<file path="config.mk">
export PLATFORM = sky130hd
export DESIGN_NAME = mem_readout
export DESIGN_NICKNAME = d
export VERILOG_FILES = /design/src/rtl/mem_readout.sv
export SDC_FILE = /design/constraint.sdc
export NUM_CORES = 1
export LEC_CHECK = 0
export ABC_CLOCK_PERIOD_IN_PS = 3850
export CAP_MARGIN = 25
export CORE_AREA = 2 2 100 102
export CTS_BUF_LIST = sky130_fd_sc_hd__clkbuf_8
export CTS_CLUSTER_SIZE = 20
export DETAILED_ROUTE_END_ITERATION = 7
export DIE_AREA = 0 0 102 104
export PLACE_DENSITY = 0.86
export SLEW_MARGIN = 0
export SYNTH_ARGS = -nofsm -noshare
export SYNTH_HDL_FRONTEND = slang
export SYNTH_SLANG_ARGS = --single-unit
</file>
<file path="constraint.sdc">
create_clock -name clk -period 3.85 [get_ports clk]
set_input_delay 0.77 -clock clk [delete_from_list [all_inputs] [get_ports clk]]
set_output_delay 0.77 -clock clk [all_outputs]
set_load 0.03 [all_outputs]
</file>
<file path="src/rtl/mem_readout.sv">
// Streams word_count consecutive memory words starting at base_addr out over a valid/ready port.
// One word in flight at a time: ISSUE -> WAIT -> PRESENT, so each word costs 3 cycles plus any stall.
module mem_readout #(
  parameter int DATA_W = 32,
  parameter int CNT_W  = 16
) (
  input  logic              clk,
  input  logic              rst,
  input  logic              start,
  input  logic [31:0]       base_addr,
  input  logic [CNT_W-1:0]  word_count,
  output logic              mem_rd,
  output logic [31:0]       mem_addr,
  input  logic [DATA_W-1:0] mem_rdata,
  output logic [DATA_W-1:0] out_data,
  output logic              out_valid,
  input  logic              out_ready,
  output logic              out_last,
  output logic              busy,
  output logic              done
);

  typedef enum logic [2:0] {
    IDLE,
    ISSUE,
    WAIT,
    PRESENT,
    DONE
  } state_t;

  state_t           state;
  logic [31:0]      cur_addr;
  logic [CNT_W-1:0] remaining;

  assign mem_addr = cur_addr;

  always_ff @(posedge clk) begin
    if (rst) begin
      state     <= IDLE;
      cur_addr  <= 32'd0;
      remaining <= '0;
      out_data  <= '0;
      out_valid <= 1'b0;
      out_last  <= 1'b0;
      mem_rd    <= 1'b0;
      busy      <= 1'b0;
      done      <= 1'b0;
    end else begin
      case (state)
        IDLE: begin
          done <= 1'b0;
          if (start) begin
            if (word_count != '0) begin
              cur_addr  <= base_addr;
              remaining <= word_count;
              mem_rd    <= 1'b1;
              busy      <= 1'b1;
              state     <= ISSUE;
            end else begin
              // Empty run: complete immediately, never touch memory or the stream.
              done  <= 1'b1;
              state <= DONE;
            end
          end
        end

        ISSUE: begin
          mem_rd <= 1'b0;
          state  <= WAIT;
        end

        WAIT: begin
          out_data  <= mem_rdata;
          out_valid <= 1'b1;
          out_last  <= (remaining == CNT_W'(1));
          state     <= PRESENT;
        end

        PRESENT: begin
          if (out_ready) begin
            remaining <= remaining - CNT_W'(1);
            cur_addr  <= cur_addr + 32'd1;
            out_valid <= 1'b0;
            out_last  <= 1'b0;
            if (remaining == CNT_W'(1)) begin
              busy  <= 1'b0;
              done  <= 1'b1;
              state <= DONE;
            end else begin
              mem_rd <= 1'b1;
              state  <= ISSUE;
            end
          end
        end

        DONE: begin
          done  <= 1'b0;
          state <= IDLE;
        end

        default: begin
          state     <= IDLE;
          mem_rd    <= 1'b0;
          out_valid <= 1'b0;
          out_last  <= 1'b0;
          busy      <= 1'b0;
          done      <= 1'b0;
        end
      endcase
    end
  end

endmodule

</file>
Word-level counts from Yosys, hierarchy flattened
Cells that the tools add are included.
Widths: inputs -> output; s select.

operators by class
  bitwise operators = 4
  multiplexer cells = 29
  $add $sub $neg = 2
  equality and inequality tests = 10
  reduce and logical (&&, ||, !) cells = 13

operator list
  cell                   number
  $mux 32                3
  $pmux 32 s2            1
  $mux 16                3
  $add 32x1->32 const B  1
  $pmux 16 s2            1
  $eq 16x1->1 const B    1
  $reduce_bool 16->1     1
  $sub 16x1->16 const B  1
  $pmux 1 s3             5
  $mux 3                 4
  $pmux 3 s4             1
  $mux 1                 11
  $ne 2x2->1 const B     5
  $reduce_and 5->1       2
  $eq 3x2->1 const B     2
  $reduce_or 3->1        2
  $not 1->1              4
  $reduce_and 2->1       2
  $reduce_and 4->1       1
  $reduce_or 2->1        2
  $eq 3x1->1 const B     1
  $eq 3x3->1 const B     1
  $logic_not 3->1        1
  $reduce_and 3->1       1
  $reduce_bool 2->1      1

storage, ports and cells
  flip-flop bits (word level) = 88
  input bits = 84
  logic and storage cells = 67

Longest topological paths before layout
Gate-level depths: netlist of run 1.

  word-level depth = 4
  depth in mapped cells = 9
  depth with buffers taken out = 7

Worst setup path before layout of run 1
Ideal clock, no wire load.

  path kind = input port to flip-flop
  from = input port word_count[3]
  to = register remaining[10]
  library setup time = 0.070 ns
  stages on the path = 7
  data required time = 3.780 ns
  arrival time = 2.173 ns
  slack = 1.606 ns
  cell sequence = nor4_1 -> and4_1 -> a221o_1 -> buf_2 -> buf_1 -> o21ai_0 -> a21oi_1

on the way
  word-level cells in the longest chain between the ends = 3

RTL lines
  item                        line  source
  start: declaration          11    input logic [CNT_W-1:0] word_count,
  $reduce_bool 16->1          53    if (word_count != '0) begin
  $ne 2x2->1 (no line)        --
  $reduce_and 4->1 (no line)  --
  end signal: assignment      55    remaining <= word_count;
  end signal: assignment      81    remaining <= remaining - CNT_W'(1);
  end: declaration            33    logic [CNT_W-1:0] remaining;

No other way between the ends.
A chain may end at the register's enable or synchronous reset.

Worst setup path in the final report of run 1
  from = input port word_count[11]
  to = register cur_addr[20], in the netlist mem_addr[20]

on the way
  word-level cells in the longest chain between the ends = 3

RTL lines
  item                        line  source
  $reduce_bool 16->1          53
  $ne 2x2->1 (no line)        --
  $reduce_and 4->1 (no line)  --
  end signal: assignment      54    cur_addr <= base_addr;
  end signal: assignment      82    cur_addr <= cur_addr + 32'd1;
  end: declaration            32    logic [31:0] cur_addr;

No other way between the ends.

==> metrics.yaml, run 1 <==
yosys:
  yosysWarningCount: 0
  postSynthCellCount: 626
  yosysUniqueCellTypes: 56
  synth_seq_cells: 88
  synth_edf_count: 0
  ys.flop_type: "dfxtp_1"
  synth_top_area_frac: 0.382
  synth_largest_area_cell: "dfxtp_1"
  syn_area_um2: 4610
  seq_area_frac_synth: 0.382
  avgSynthCellArea_um2: 7.37
  async_reset_ff_frac: 0
  syn_nets: 713
  ys_top_cells_by_area: "dfxtp_1 (38%), a21oi_1 (11%), nand2_1 (9.4%)"
grt:
  gr-total-overflow: 0
  antenna_found_initial: 0
  first_global_vias: 4899
  grt_pass1_wl_um: 22500
  grt_usage: 0.255
  grt_max_degree: 92
cts:
  cts_buffers: 9
  clock-sinks: 88
  cts_tree: "yes"
  cts_setup_buffers: 0
  ctsLongestPathBuffers: 2
  cts_resized: 0
  cts_hold_buf: 0
  clk_latency_ns: 0.36
  root_buffer: "clkbuf_8"
  htree_levels: 3
  path_clk_slew_ns: 0.09
detailed_routing:
  drcViolationCount: 0
  vias: 5160
  first_pass_iters: 4
  wl_per_cell_um: 15.6
  via_per_inst: 5.79
  final_antenna_net_count: 0
  first_iter_violations: 261
  wirelength_um: 13900
min_path:
  min-delay-start: "out_data[24]"
  hold_depth: 2
  hp-class: "reg -> reg"
  whs_endpoint: "out_data[24]"
worst_setup_path:
  crit_path_start: "word_count[11]"
  worstPathRequired_ns: 4.10
  crit_chain: "clkdlybuf4s50_1, nor4_1, and4_1, a221o_1, buf_4, a21oi_1, o32ai_1"
  critPathMaxStageDelay_ns: 0.58
  reg2reg_from: "mem_addr[11]"
  r2r_slack_ns: 1.45
  crit_path_top_delay_cell: "nor4_1"
  r2r_end: "mem_addr[29]"
  rr_worst_depth: 5
  end_kind: "flop"
  cp_data_arrival_time_ns: 3.20
  path_class: "in -> reg"
  path_max_fanout: 55
  critPathLaunchType: "input pin"
power:
  power.density_nw_per_um2: 364
  ir_drop_mv: 0.224
  report.power.total_mw: 2.34
  p_leak_nw: 2.20
timing:
  setup-tns-final_ns: 0
  rsz0062_at_grt: "no"
  max_slew_margin: 0.337
  hold_violations: 0
  fin_crit_ns: 2.96
  setup_slack_ns: 0.892
  setup_violations: 0
  tightest_slew_ns: 0.991
  max_freq_mhz: 338
  fin_crit_sh: 0.768
  drv_slew: 0
  skew_ns: 0.0102
die:
  rows: 36
  dieArea_um2: 10600
  start_util: 0.483
  io_pins: 153
  core-area_um2: 9550
  die-height_um: 104
  die_w_um: 102
finish:
  n_antenna_cell: 0
  drive_gt1_frac: 0.0528
  area_growth_pct: 39.5
  num-nets-final: 840
run:
  drv_cap: 0
place:
  portBuffers: 152
  place_hpwl_um: 9740
  globalplace.congestion: 0.864
  post-place-ws_ns: 0.646
status:
  status: "complete, no violations"
## critical path, delay by kind of cell
kind	cells	cell delay, ns
AOI/OAI and AO/OA	3	0.58
and+or+nand+nor	2	0.97
buffers and inverters	2	0.86
## layer usage
layer	up-vias	wire [µm]	global-route usage
met4	0	184	0.0819
met2	223	6470	0.408
met3	17	1360	0.0847
met1	2407	5860	0.322
li1	2513	-	-
met5	-	0	0
## registers in the layout, summed over array words and instances (netlist names)
signal,cells
out_last,1
mem_rd,1
mem_addr,32
done,1
state,3
busy,1
out_data,32
remaining,16
out_valid,1
## stage by stage
| step | utilization | std cells | hold slack [ns] | area, µm² |
|---|---|---|---|---|
| after floorplan | - | 626 | 0.454 | 4610 |
| after global placement | 0.649 | 873 | 0.441 | 6190 |
| after detailed placement | 0.653 | 875 | 0.448 | 6240 |
| after CTS | 0.674 | 891 | 0.459 | 6430 |
| after global routing | 0.674 | 891 | 0.478 | 6430 |
| final | 0.674 | 891 | 0.457 | 6430 |
## cells by family (layout without fill, tap and decap cells)
| kind of cell | after synthesis | in the layout | share of synthesized area |
|---|---|---|---|
| AND/OR/NAND/NOR | 265 | 265 | 0.283 |
| multiplexers | 2 | 2 | 0.00488 |
| flip-flops | 88 | 88 | 0.382 |
| adder cells (fa/ha/maj) | 3 | 3 | 0.00814 |
| buffers and inverters | 66 | 198 | 0.0551 |
| AO/OA/AOI/OAI | 202 | 202 | 0.267 |
## synthesized netlist by cell type (all sizes together) (2+ instances only)
library cell,number
a211oi,6
a21o,8
a21oi,97
a221oi,2
a22o,3
a22oi,2
a2bb2oi,5
a311oi,2
a31oi,7
and2,4
and3,4
and3b,2
and4,8
buf,10
clkbuf,37
dfxtp,88
ha,3
inv,19
mux2,2
nand2,115
nand2b,10
nand3,28
nand4,17
nand4b,2
nor2,35
nor2b,2
nor3,17
nor3b,3
nor4,10
o21ai,35
o22ai,3
o31a,3
o31ai,6
o32ai,13
or3,2
or4,2
## power by group
group	leakage (nW)	internal, mW	switching, mW	total, mW
Sequential	0.720	0.979	0.0767	1.06
Clock	0.106	0.315	0.335	0.650
Combinational	1.37	0.283	0.351	0.634
## area by class of cell
| type | count | area (µm²) |
|---|---|---|
| Fill cell | 786 | 3120 |
| Multi-Input combinational cell | 472 | 2610 |
| Sequential cell | 88 | 1760 |
| Timing Repair Buffer | 163 | 1630 |
| Tap cell | 133 | 166 |
| Clock buffer | 10 | 138 |
| Inverter | 19 | 71.3 |
| Clock inverter | 6 | 58.8 |
## layout by cell type, fill, tap and decap left out, types with 9 or more instances in the layout
| cell type | Yosys | layout |
|---|---|---|
| a21oi_1 | 97 | 97 |
| nor2_1 | 34 | 33 |
| nor4_1 | 10 | 10 |
| nor3_1 | 16 | 16 |
| nand3_1 | 28 | 28 |
| o32ai_1 | 13 | 13 |
| nand2_1 | 115 | 115 |
| buf_4 | 0 | 9 |
| clkbuf_8 | 0 | 10 |
| nand4_1 | 17 | 17 |
| inv_1 | 19 | 19 |
| clkdlybuf4s50_1 | 0 | 151 |
| dfxtp_1 | 88 | 88 |
| nand2b_1 | 10 | 10 |
| o21ai_0 | 35 | 35 |
## worst max path at each step
| stage | slack (ns) | end | cells after the start |
|---|---|---|---|
| 4_1_cts | 1.01 | mem_addr[20] | 7 |
| 5_1_grt | 0.79 | mem_addr[20] | 7 |
| 6_report | 0.89 | mem_addr[20] | 7 |
| 3_3_place_gp | 0.76 | mem_addr[26] | 7 |
| 2_1_floorplan | 1.61 | remaining[10] | 7 |
| 3_5_place_dp | 0.65 | mem_addr[20] | 7 |
Power figures use the tool's default switching activity.
==> run 2, diff against run 1 <==
==> config.mk (replaced) <==
export PLATFORM = sky130hd
export DESIGN_NAME = mem_readout
export DESIGN_NICKNAME = d
export VERILOG_FILES = /design/src/rtl/mem_readout.sv
export SDC_FILE = /design/constraint.sdc
export NUM_CORES = 1
export LEC_CHECK = 0
export ABC_CLOCK_PERIOD_IN_PS = 2550
export CAP_MARGIN = 25
export CORE_AREA = 2 2 107 109
export CTS_BUF_LIST = sky130_fd_sc_hd__clkbuf_8
export CTS_CLUSTER_SIZE = 20
export DETAILED_ROUTE_END_ITERATION = 7
export DIE_AREA = 0 0 109 111
export PLACE_DENSITY = 0.8
export SLEW_MARGIN = 0
export SYNTH_ARGS = -nofsm -noshare
export SYNTH_HDL_FRONTEND = slang
export SYNTH_SLANG_ARGS = --single-unit
==> constraint.sdc (replaced) <==
create_clock -name clk -period 2.55 [get_ports clk]
set_input_delay 0.51 -clock clk [delete_from_list [all_inputs] [get_ports clk]]
set_output_delay 0.51 -clock clk [all_outputs]
set_load 0.03 [all_outputs]
==> run 2 against run 1 <==
Effect of this change:
- core utilization down 7.9 points
- global-route usage shrank 2.4 points
- die area up 14%
- worst hold slack improved by 0.0015 ns
- clock skew fell by 0.0047 ns
- register-to-register slack got worse by 1.0 ns
==> metrics.yaml, run 2 (synthesis results as in run 1) <==
status:
  status: "complete, no violations"  # unchanged
detailed_routing:
  first_iter_violations: 311  # was 261
  first_pass_iters: 5  # was 4
  wirelength_um: 14200  # was 13900 µm
  vias: 5270  # was 5160
  wl_per_cell_um: 15.6  # about the same
  final_antenna_net_count: 0  # unchanged
  drcViolationCount: 0  # unchanged
  via_per_inst: 5.78  # was 5.79
worst_setup_path:
  crit_chain: "clkdlybuf4s50_1, nor4_1, and4_1, a221o_1, buf_12, a21oi_1, o32ai_1"  # was clkdlybuf4s50_1, nor4_1, and4_1, a221o_1, buf_4, a21oi_1, o32ai_1
  r2r_end: "mem_rd"  # was mem_addr[29]
  end_kind: "flop"  # unchanged
  rr_worst_depth: 5  # unchanged
  worstPathRequired_ns: 2.83  # was 4.10 ns
  crit_family: "simple AND/OR/NAND/NOR gates"  # unchanged
  r2r_slack_ns: 0.43  # was 1.45 ns
  critPathLaunchType: "input pin"  # unchanged
  crit_path_top_delay_cell: "nor4_1"  # unchanged
  critPathMaxStageDelay_ns: 0.53  # was 0.58 ns
  reg2reg_from: "remaining[9]"  # was mem_addr[11]
  cp_data_arrival_time_ns: 2.61  # was 3.20 ns
  path_max_fanout: 55  # unchanged
  path_class: "in -> reg"  # unchanged
  path_buf_inv: 2  # unchanged
timing:
  max_slew_margin: 0.573  # was 0.337
  setup-tns-final_ns: 0  # unchanged
  fin_crit_sh: 0.915
  timing.hold.ws_ns: 0.458  # was 0.457 ns
  tightest_slew_ns: 0.640  # was 0.991 ns
  fin_crit_ns: 2.33
  drv_slew: 0  # unchanged
  hold_violations: 0  # unchanged
  setup_slack_ns: 0.217  # was 0.892 ns
  setup_violations: 0  # unchanged
  skew_ns: 0.00547  # was 0.0102 ns
  rsz0062_at_grt: "no"  # unchanged
  max_freq_mhz: 429
cts:
  clock-sinks: 88  # unchanged
  cts_setup_buffers: 0  # unchanged
  path_clk_slew_ns: 0.10  # was 0.09 ns
  cts_resized: 0  # unchanged
  ctsLongestPathBuffers: 2  # unchanged
  clk_latency_ns: 0.37  # was 0.36 ns
  htree_levels: 3  # unchanged
  cts_tree: "yes"  # unchanged
  root_buffer: "clkbuf_8"  # unchanged
  cts_buffers: 9  # unchanged
  cts_hold_buf: 0  # unchanged
power:
  power_frac_seq: 0.447  # was 0.451
  pwr-share-clk: 0.274  # was 0.278
  power.density_nw_per_um2: 541  # was 364 nW/µm²
  sw_frac_of_total: 0.348  # was 0.326
  ir_drop_mv: 0.358  # was 0.224 mV
  p_int_mw: 2.33  # was 1.58 mW
  p_leak_nw: 2.27  # was 2.20 nW
  switchingPower_mw: 1.24  # was 0.763 mW
  p_comb_frac: 0.279  # was 0.271
  report.power.total_mw: 3.57  # was 2.34 mW
die:
  die_w_um: 109  # was 102 µm
  core-area_um2: 11100  # was 9550 µm²
  io_pins: 153  # unchanged
  start_util: 0.416  # was 0.483
  rows: 39  # was 36
  dieArea_um2: 12100  # was 10600 µm²
  die-height_um: 111  # was 104 µm
min_path:
  hp-class: "reg -> reg"  # unchanged
  hold_depth: 2  # unchanged
  min-delay-start: "out_data[14]"  # was out_data[24]
  whs_endpoint: "out_data[14]"  # was out_data[24]
place:
  place_area_um2: 6400  # was 6240 µm²
  post-place-ws_ns: -0.137  # was 0.646 ns
  dp.cells: 895  # was 875
  globalplace.congestion: 0.909  # was 0.864
  portBuffers: 152  # unchanged
  place_hpwl_um: 10000  # was 9740 µm
finish:
  n_antenna_cell: 0  # unchanged
  fin_area_um2: 6590  # was 6430 µm²
  num-nets-final: 850  # was 840
  utilization: 0.595  # was 0.674
  area_growth_pct: 42.9  # was 39.5%
  drive_gt1_frac: 0.0651  # was 0.0528
  num-fill-cells: 986  # was 786
  final_common_cell: "clkdlybuf4s50_1"  # unchanged
  multiInputGateArea_um2: 2610  # unchanged
  layout_common_cells: "clkdlybuf4s50_1 (151), nand2_1 (115), a21oi_1 (97), dfxtp_1 (88), o21ai_0 (35)"  # unchanged
  seq_area_um2: 1760  # unchanged
  final_cells: 911  # was 891
grt:
  grt_usage: 0.231  # was 0.255
  gr-total-overflow: 0  # unchanged
  antenna_found_initial: 0  # unchanged
  grt_max_degree: 57  # was 92
  first_global_vias: 4959  # was 4899
  grt_pass1_wl_um: 22900  # was 22500 µm
run:
  drv_cap: 0  # unchanged
-- run 2: power groups by stage --
stage,clock network (mW),logic (mW),registers (mW)
5_1_grt,1.06,1.07,1.61
3_3_place_gp,0,0.966,1.61
3_5_place_dp,0,0.988,1.62
2_1_floorplan,0,0.404,1.75
4_1_cts,1.00,0.992,1.59
6_report,0.977,0.994,1.60
-- run 2: how the worst max path moves through the flow --
stage / cells past startpoint / endpoint / startpoint
6_report: 7 / mem_addr[25] / word_count[11]
5_1_grt: 7 / mem_addr[23] / word_count[12]
4_1_cts: 7 / mem_addr[25] / word_count[11]
3_5_place_dp: 7 / mem_addr[25] / word_count[11]
3_3_place_gp: 7 / mem_addr[23] / word_count[11]
2_1_floorplan: 7 / mem_addr[30] / mem_addr[11]
-- run 2: cell type report --
cell class / count / share of cell area
Timing Repair Buffer: 173 / 0.269
Tap cell: 143 / 0.0272
Clock buffer: 9 / 0.0188
Sequential cell: 88 / 0.267
Clock inverter: 7 / 0.0104
Inverter: 19 / 0.0108
Multi-Input combinational cell: 472 / 0.396
-- run 2: layer usage --
metal | vias up | part of all wire | GRT usage
li1 | 2540 | - | -
met1 | 2449 | 0.42 | 0.290
met2 | 252 | 0.47 | 0.373
met3 | 29 | 0.097 | 0.0670
met4 | 0 | 0.019 | 0.0821
met5 | - | 0 | 0
-- run 2: worst reg2reg max path, delay by kind of cell, from the launching register on --
| family | cells | cell delay, ns |
|---|---|---|
| AND/OR/NAND/NOR | 4 | 1.28 |
| flip-flops | 1 | 0.38 |
| AO/OA/AOI/OAI | 1 | 0.36 |
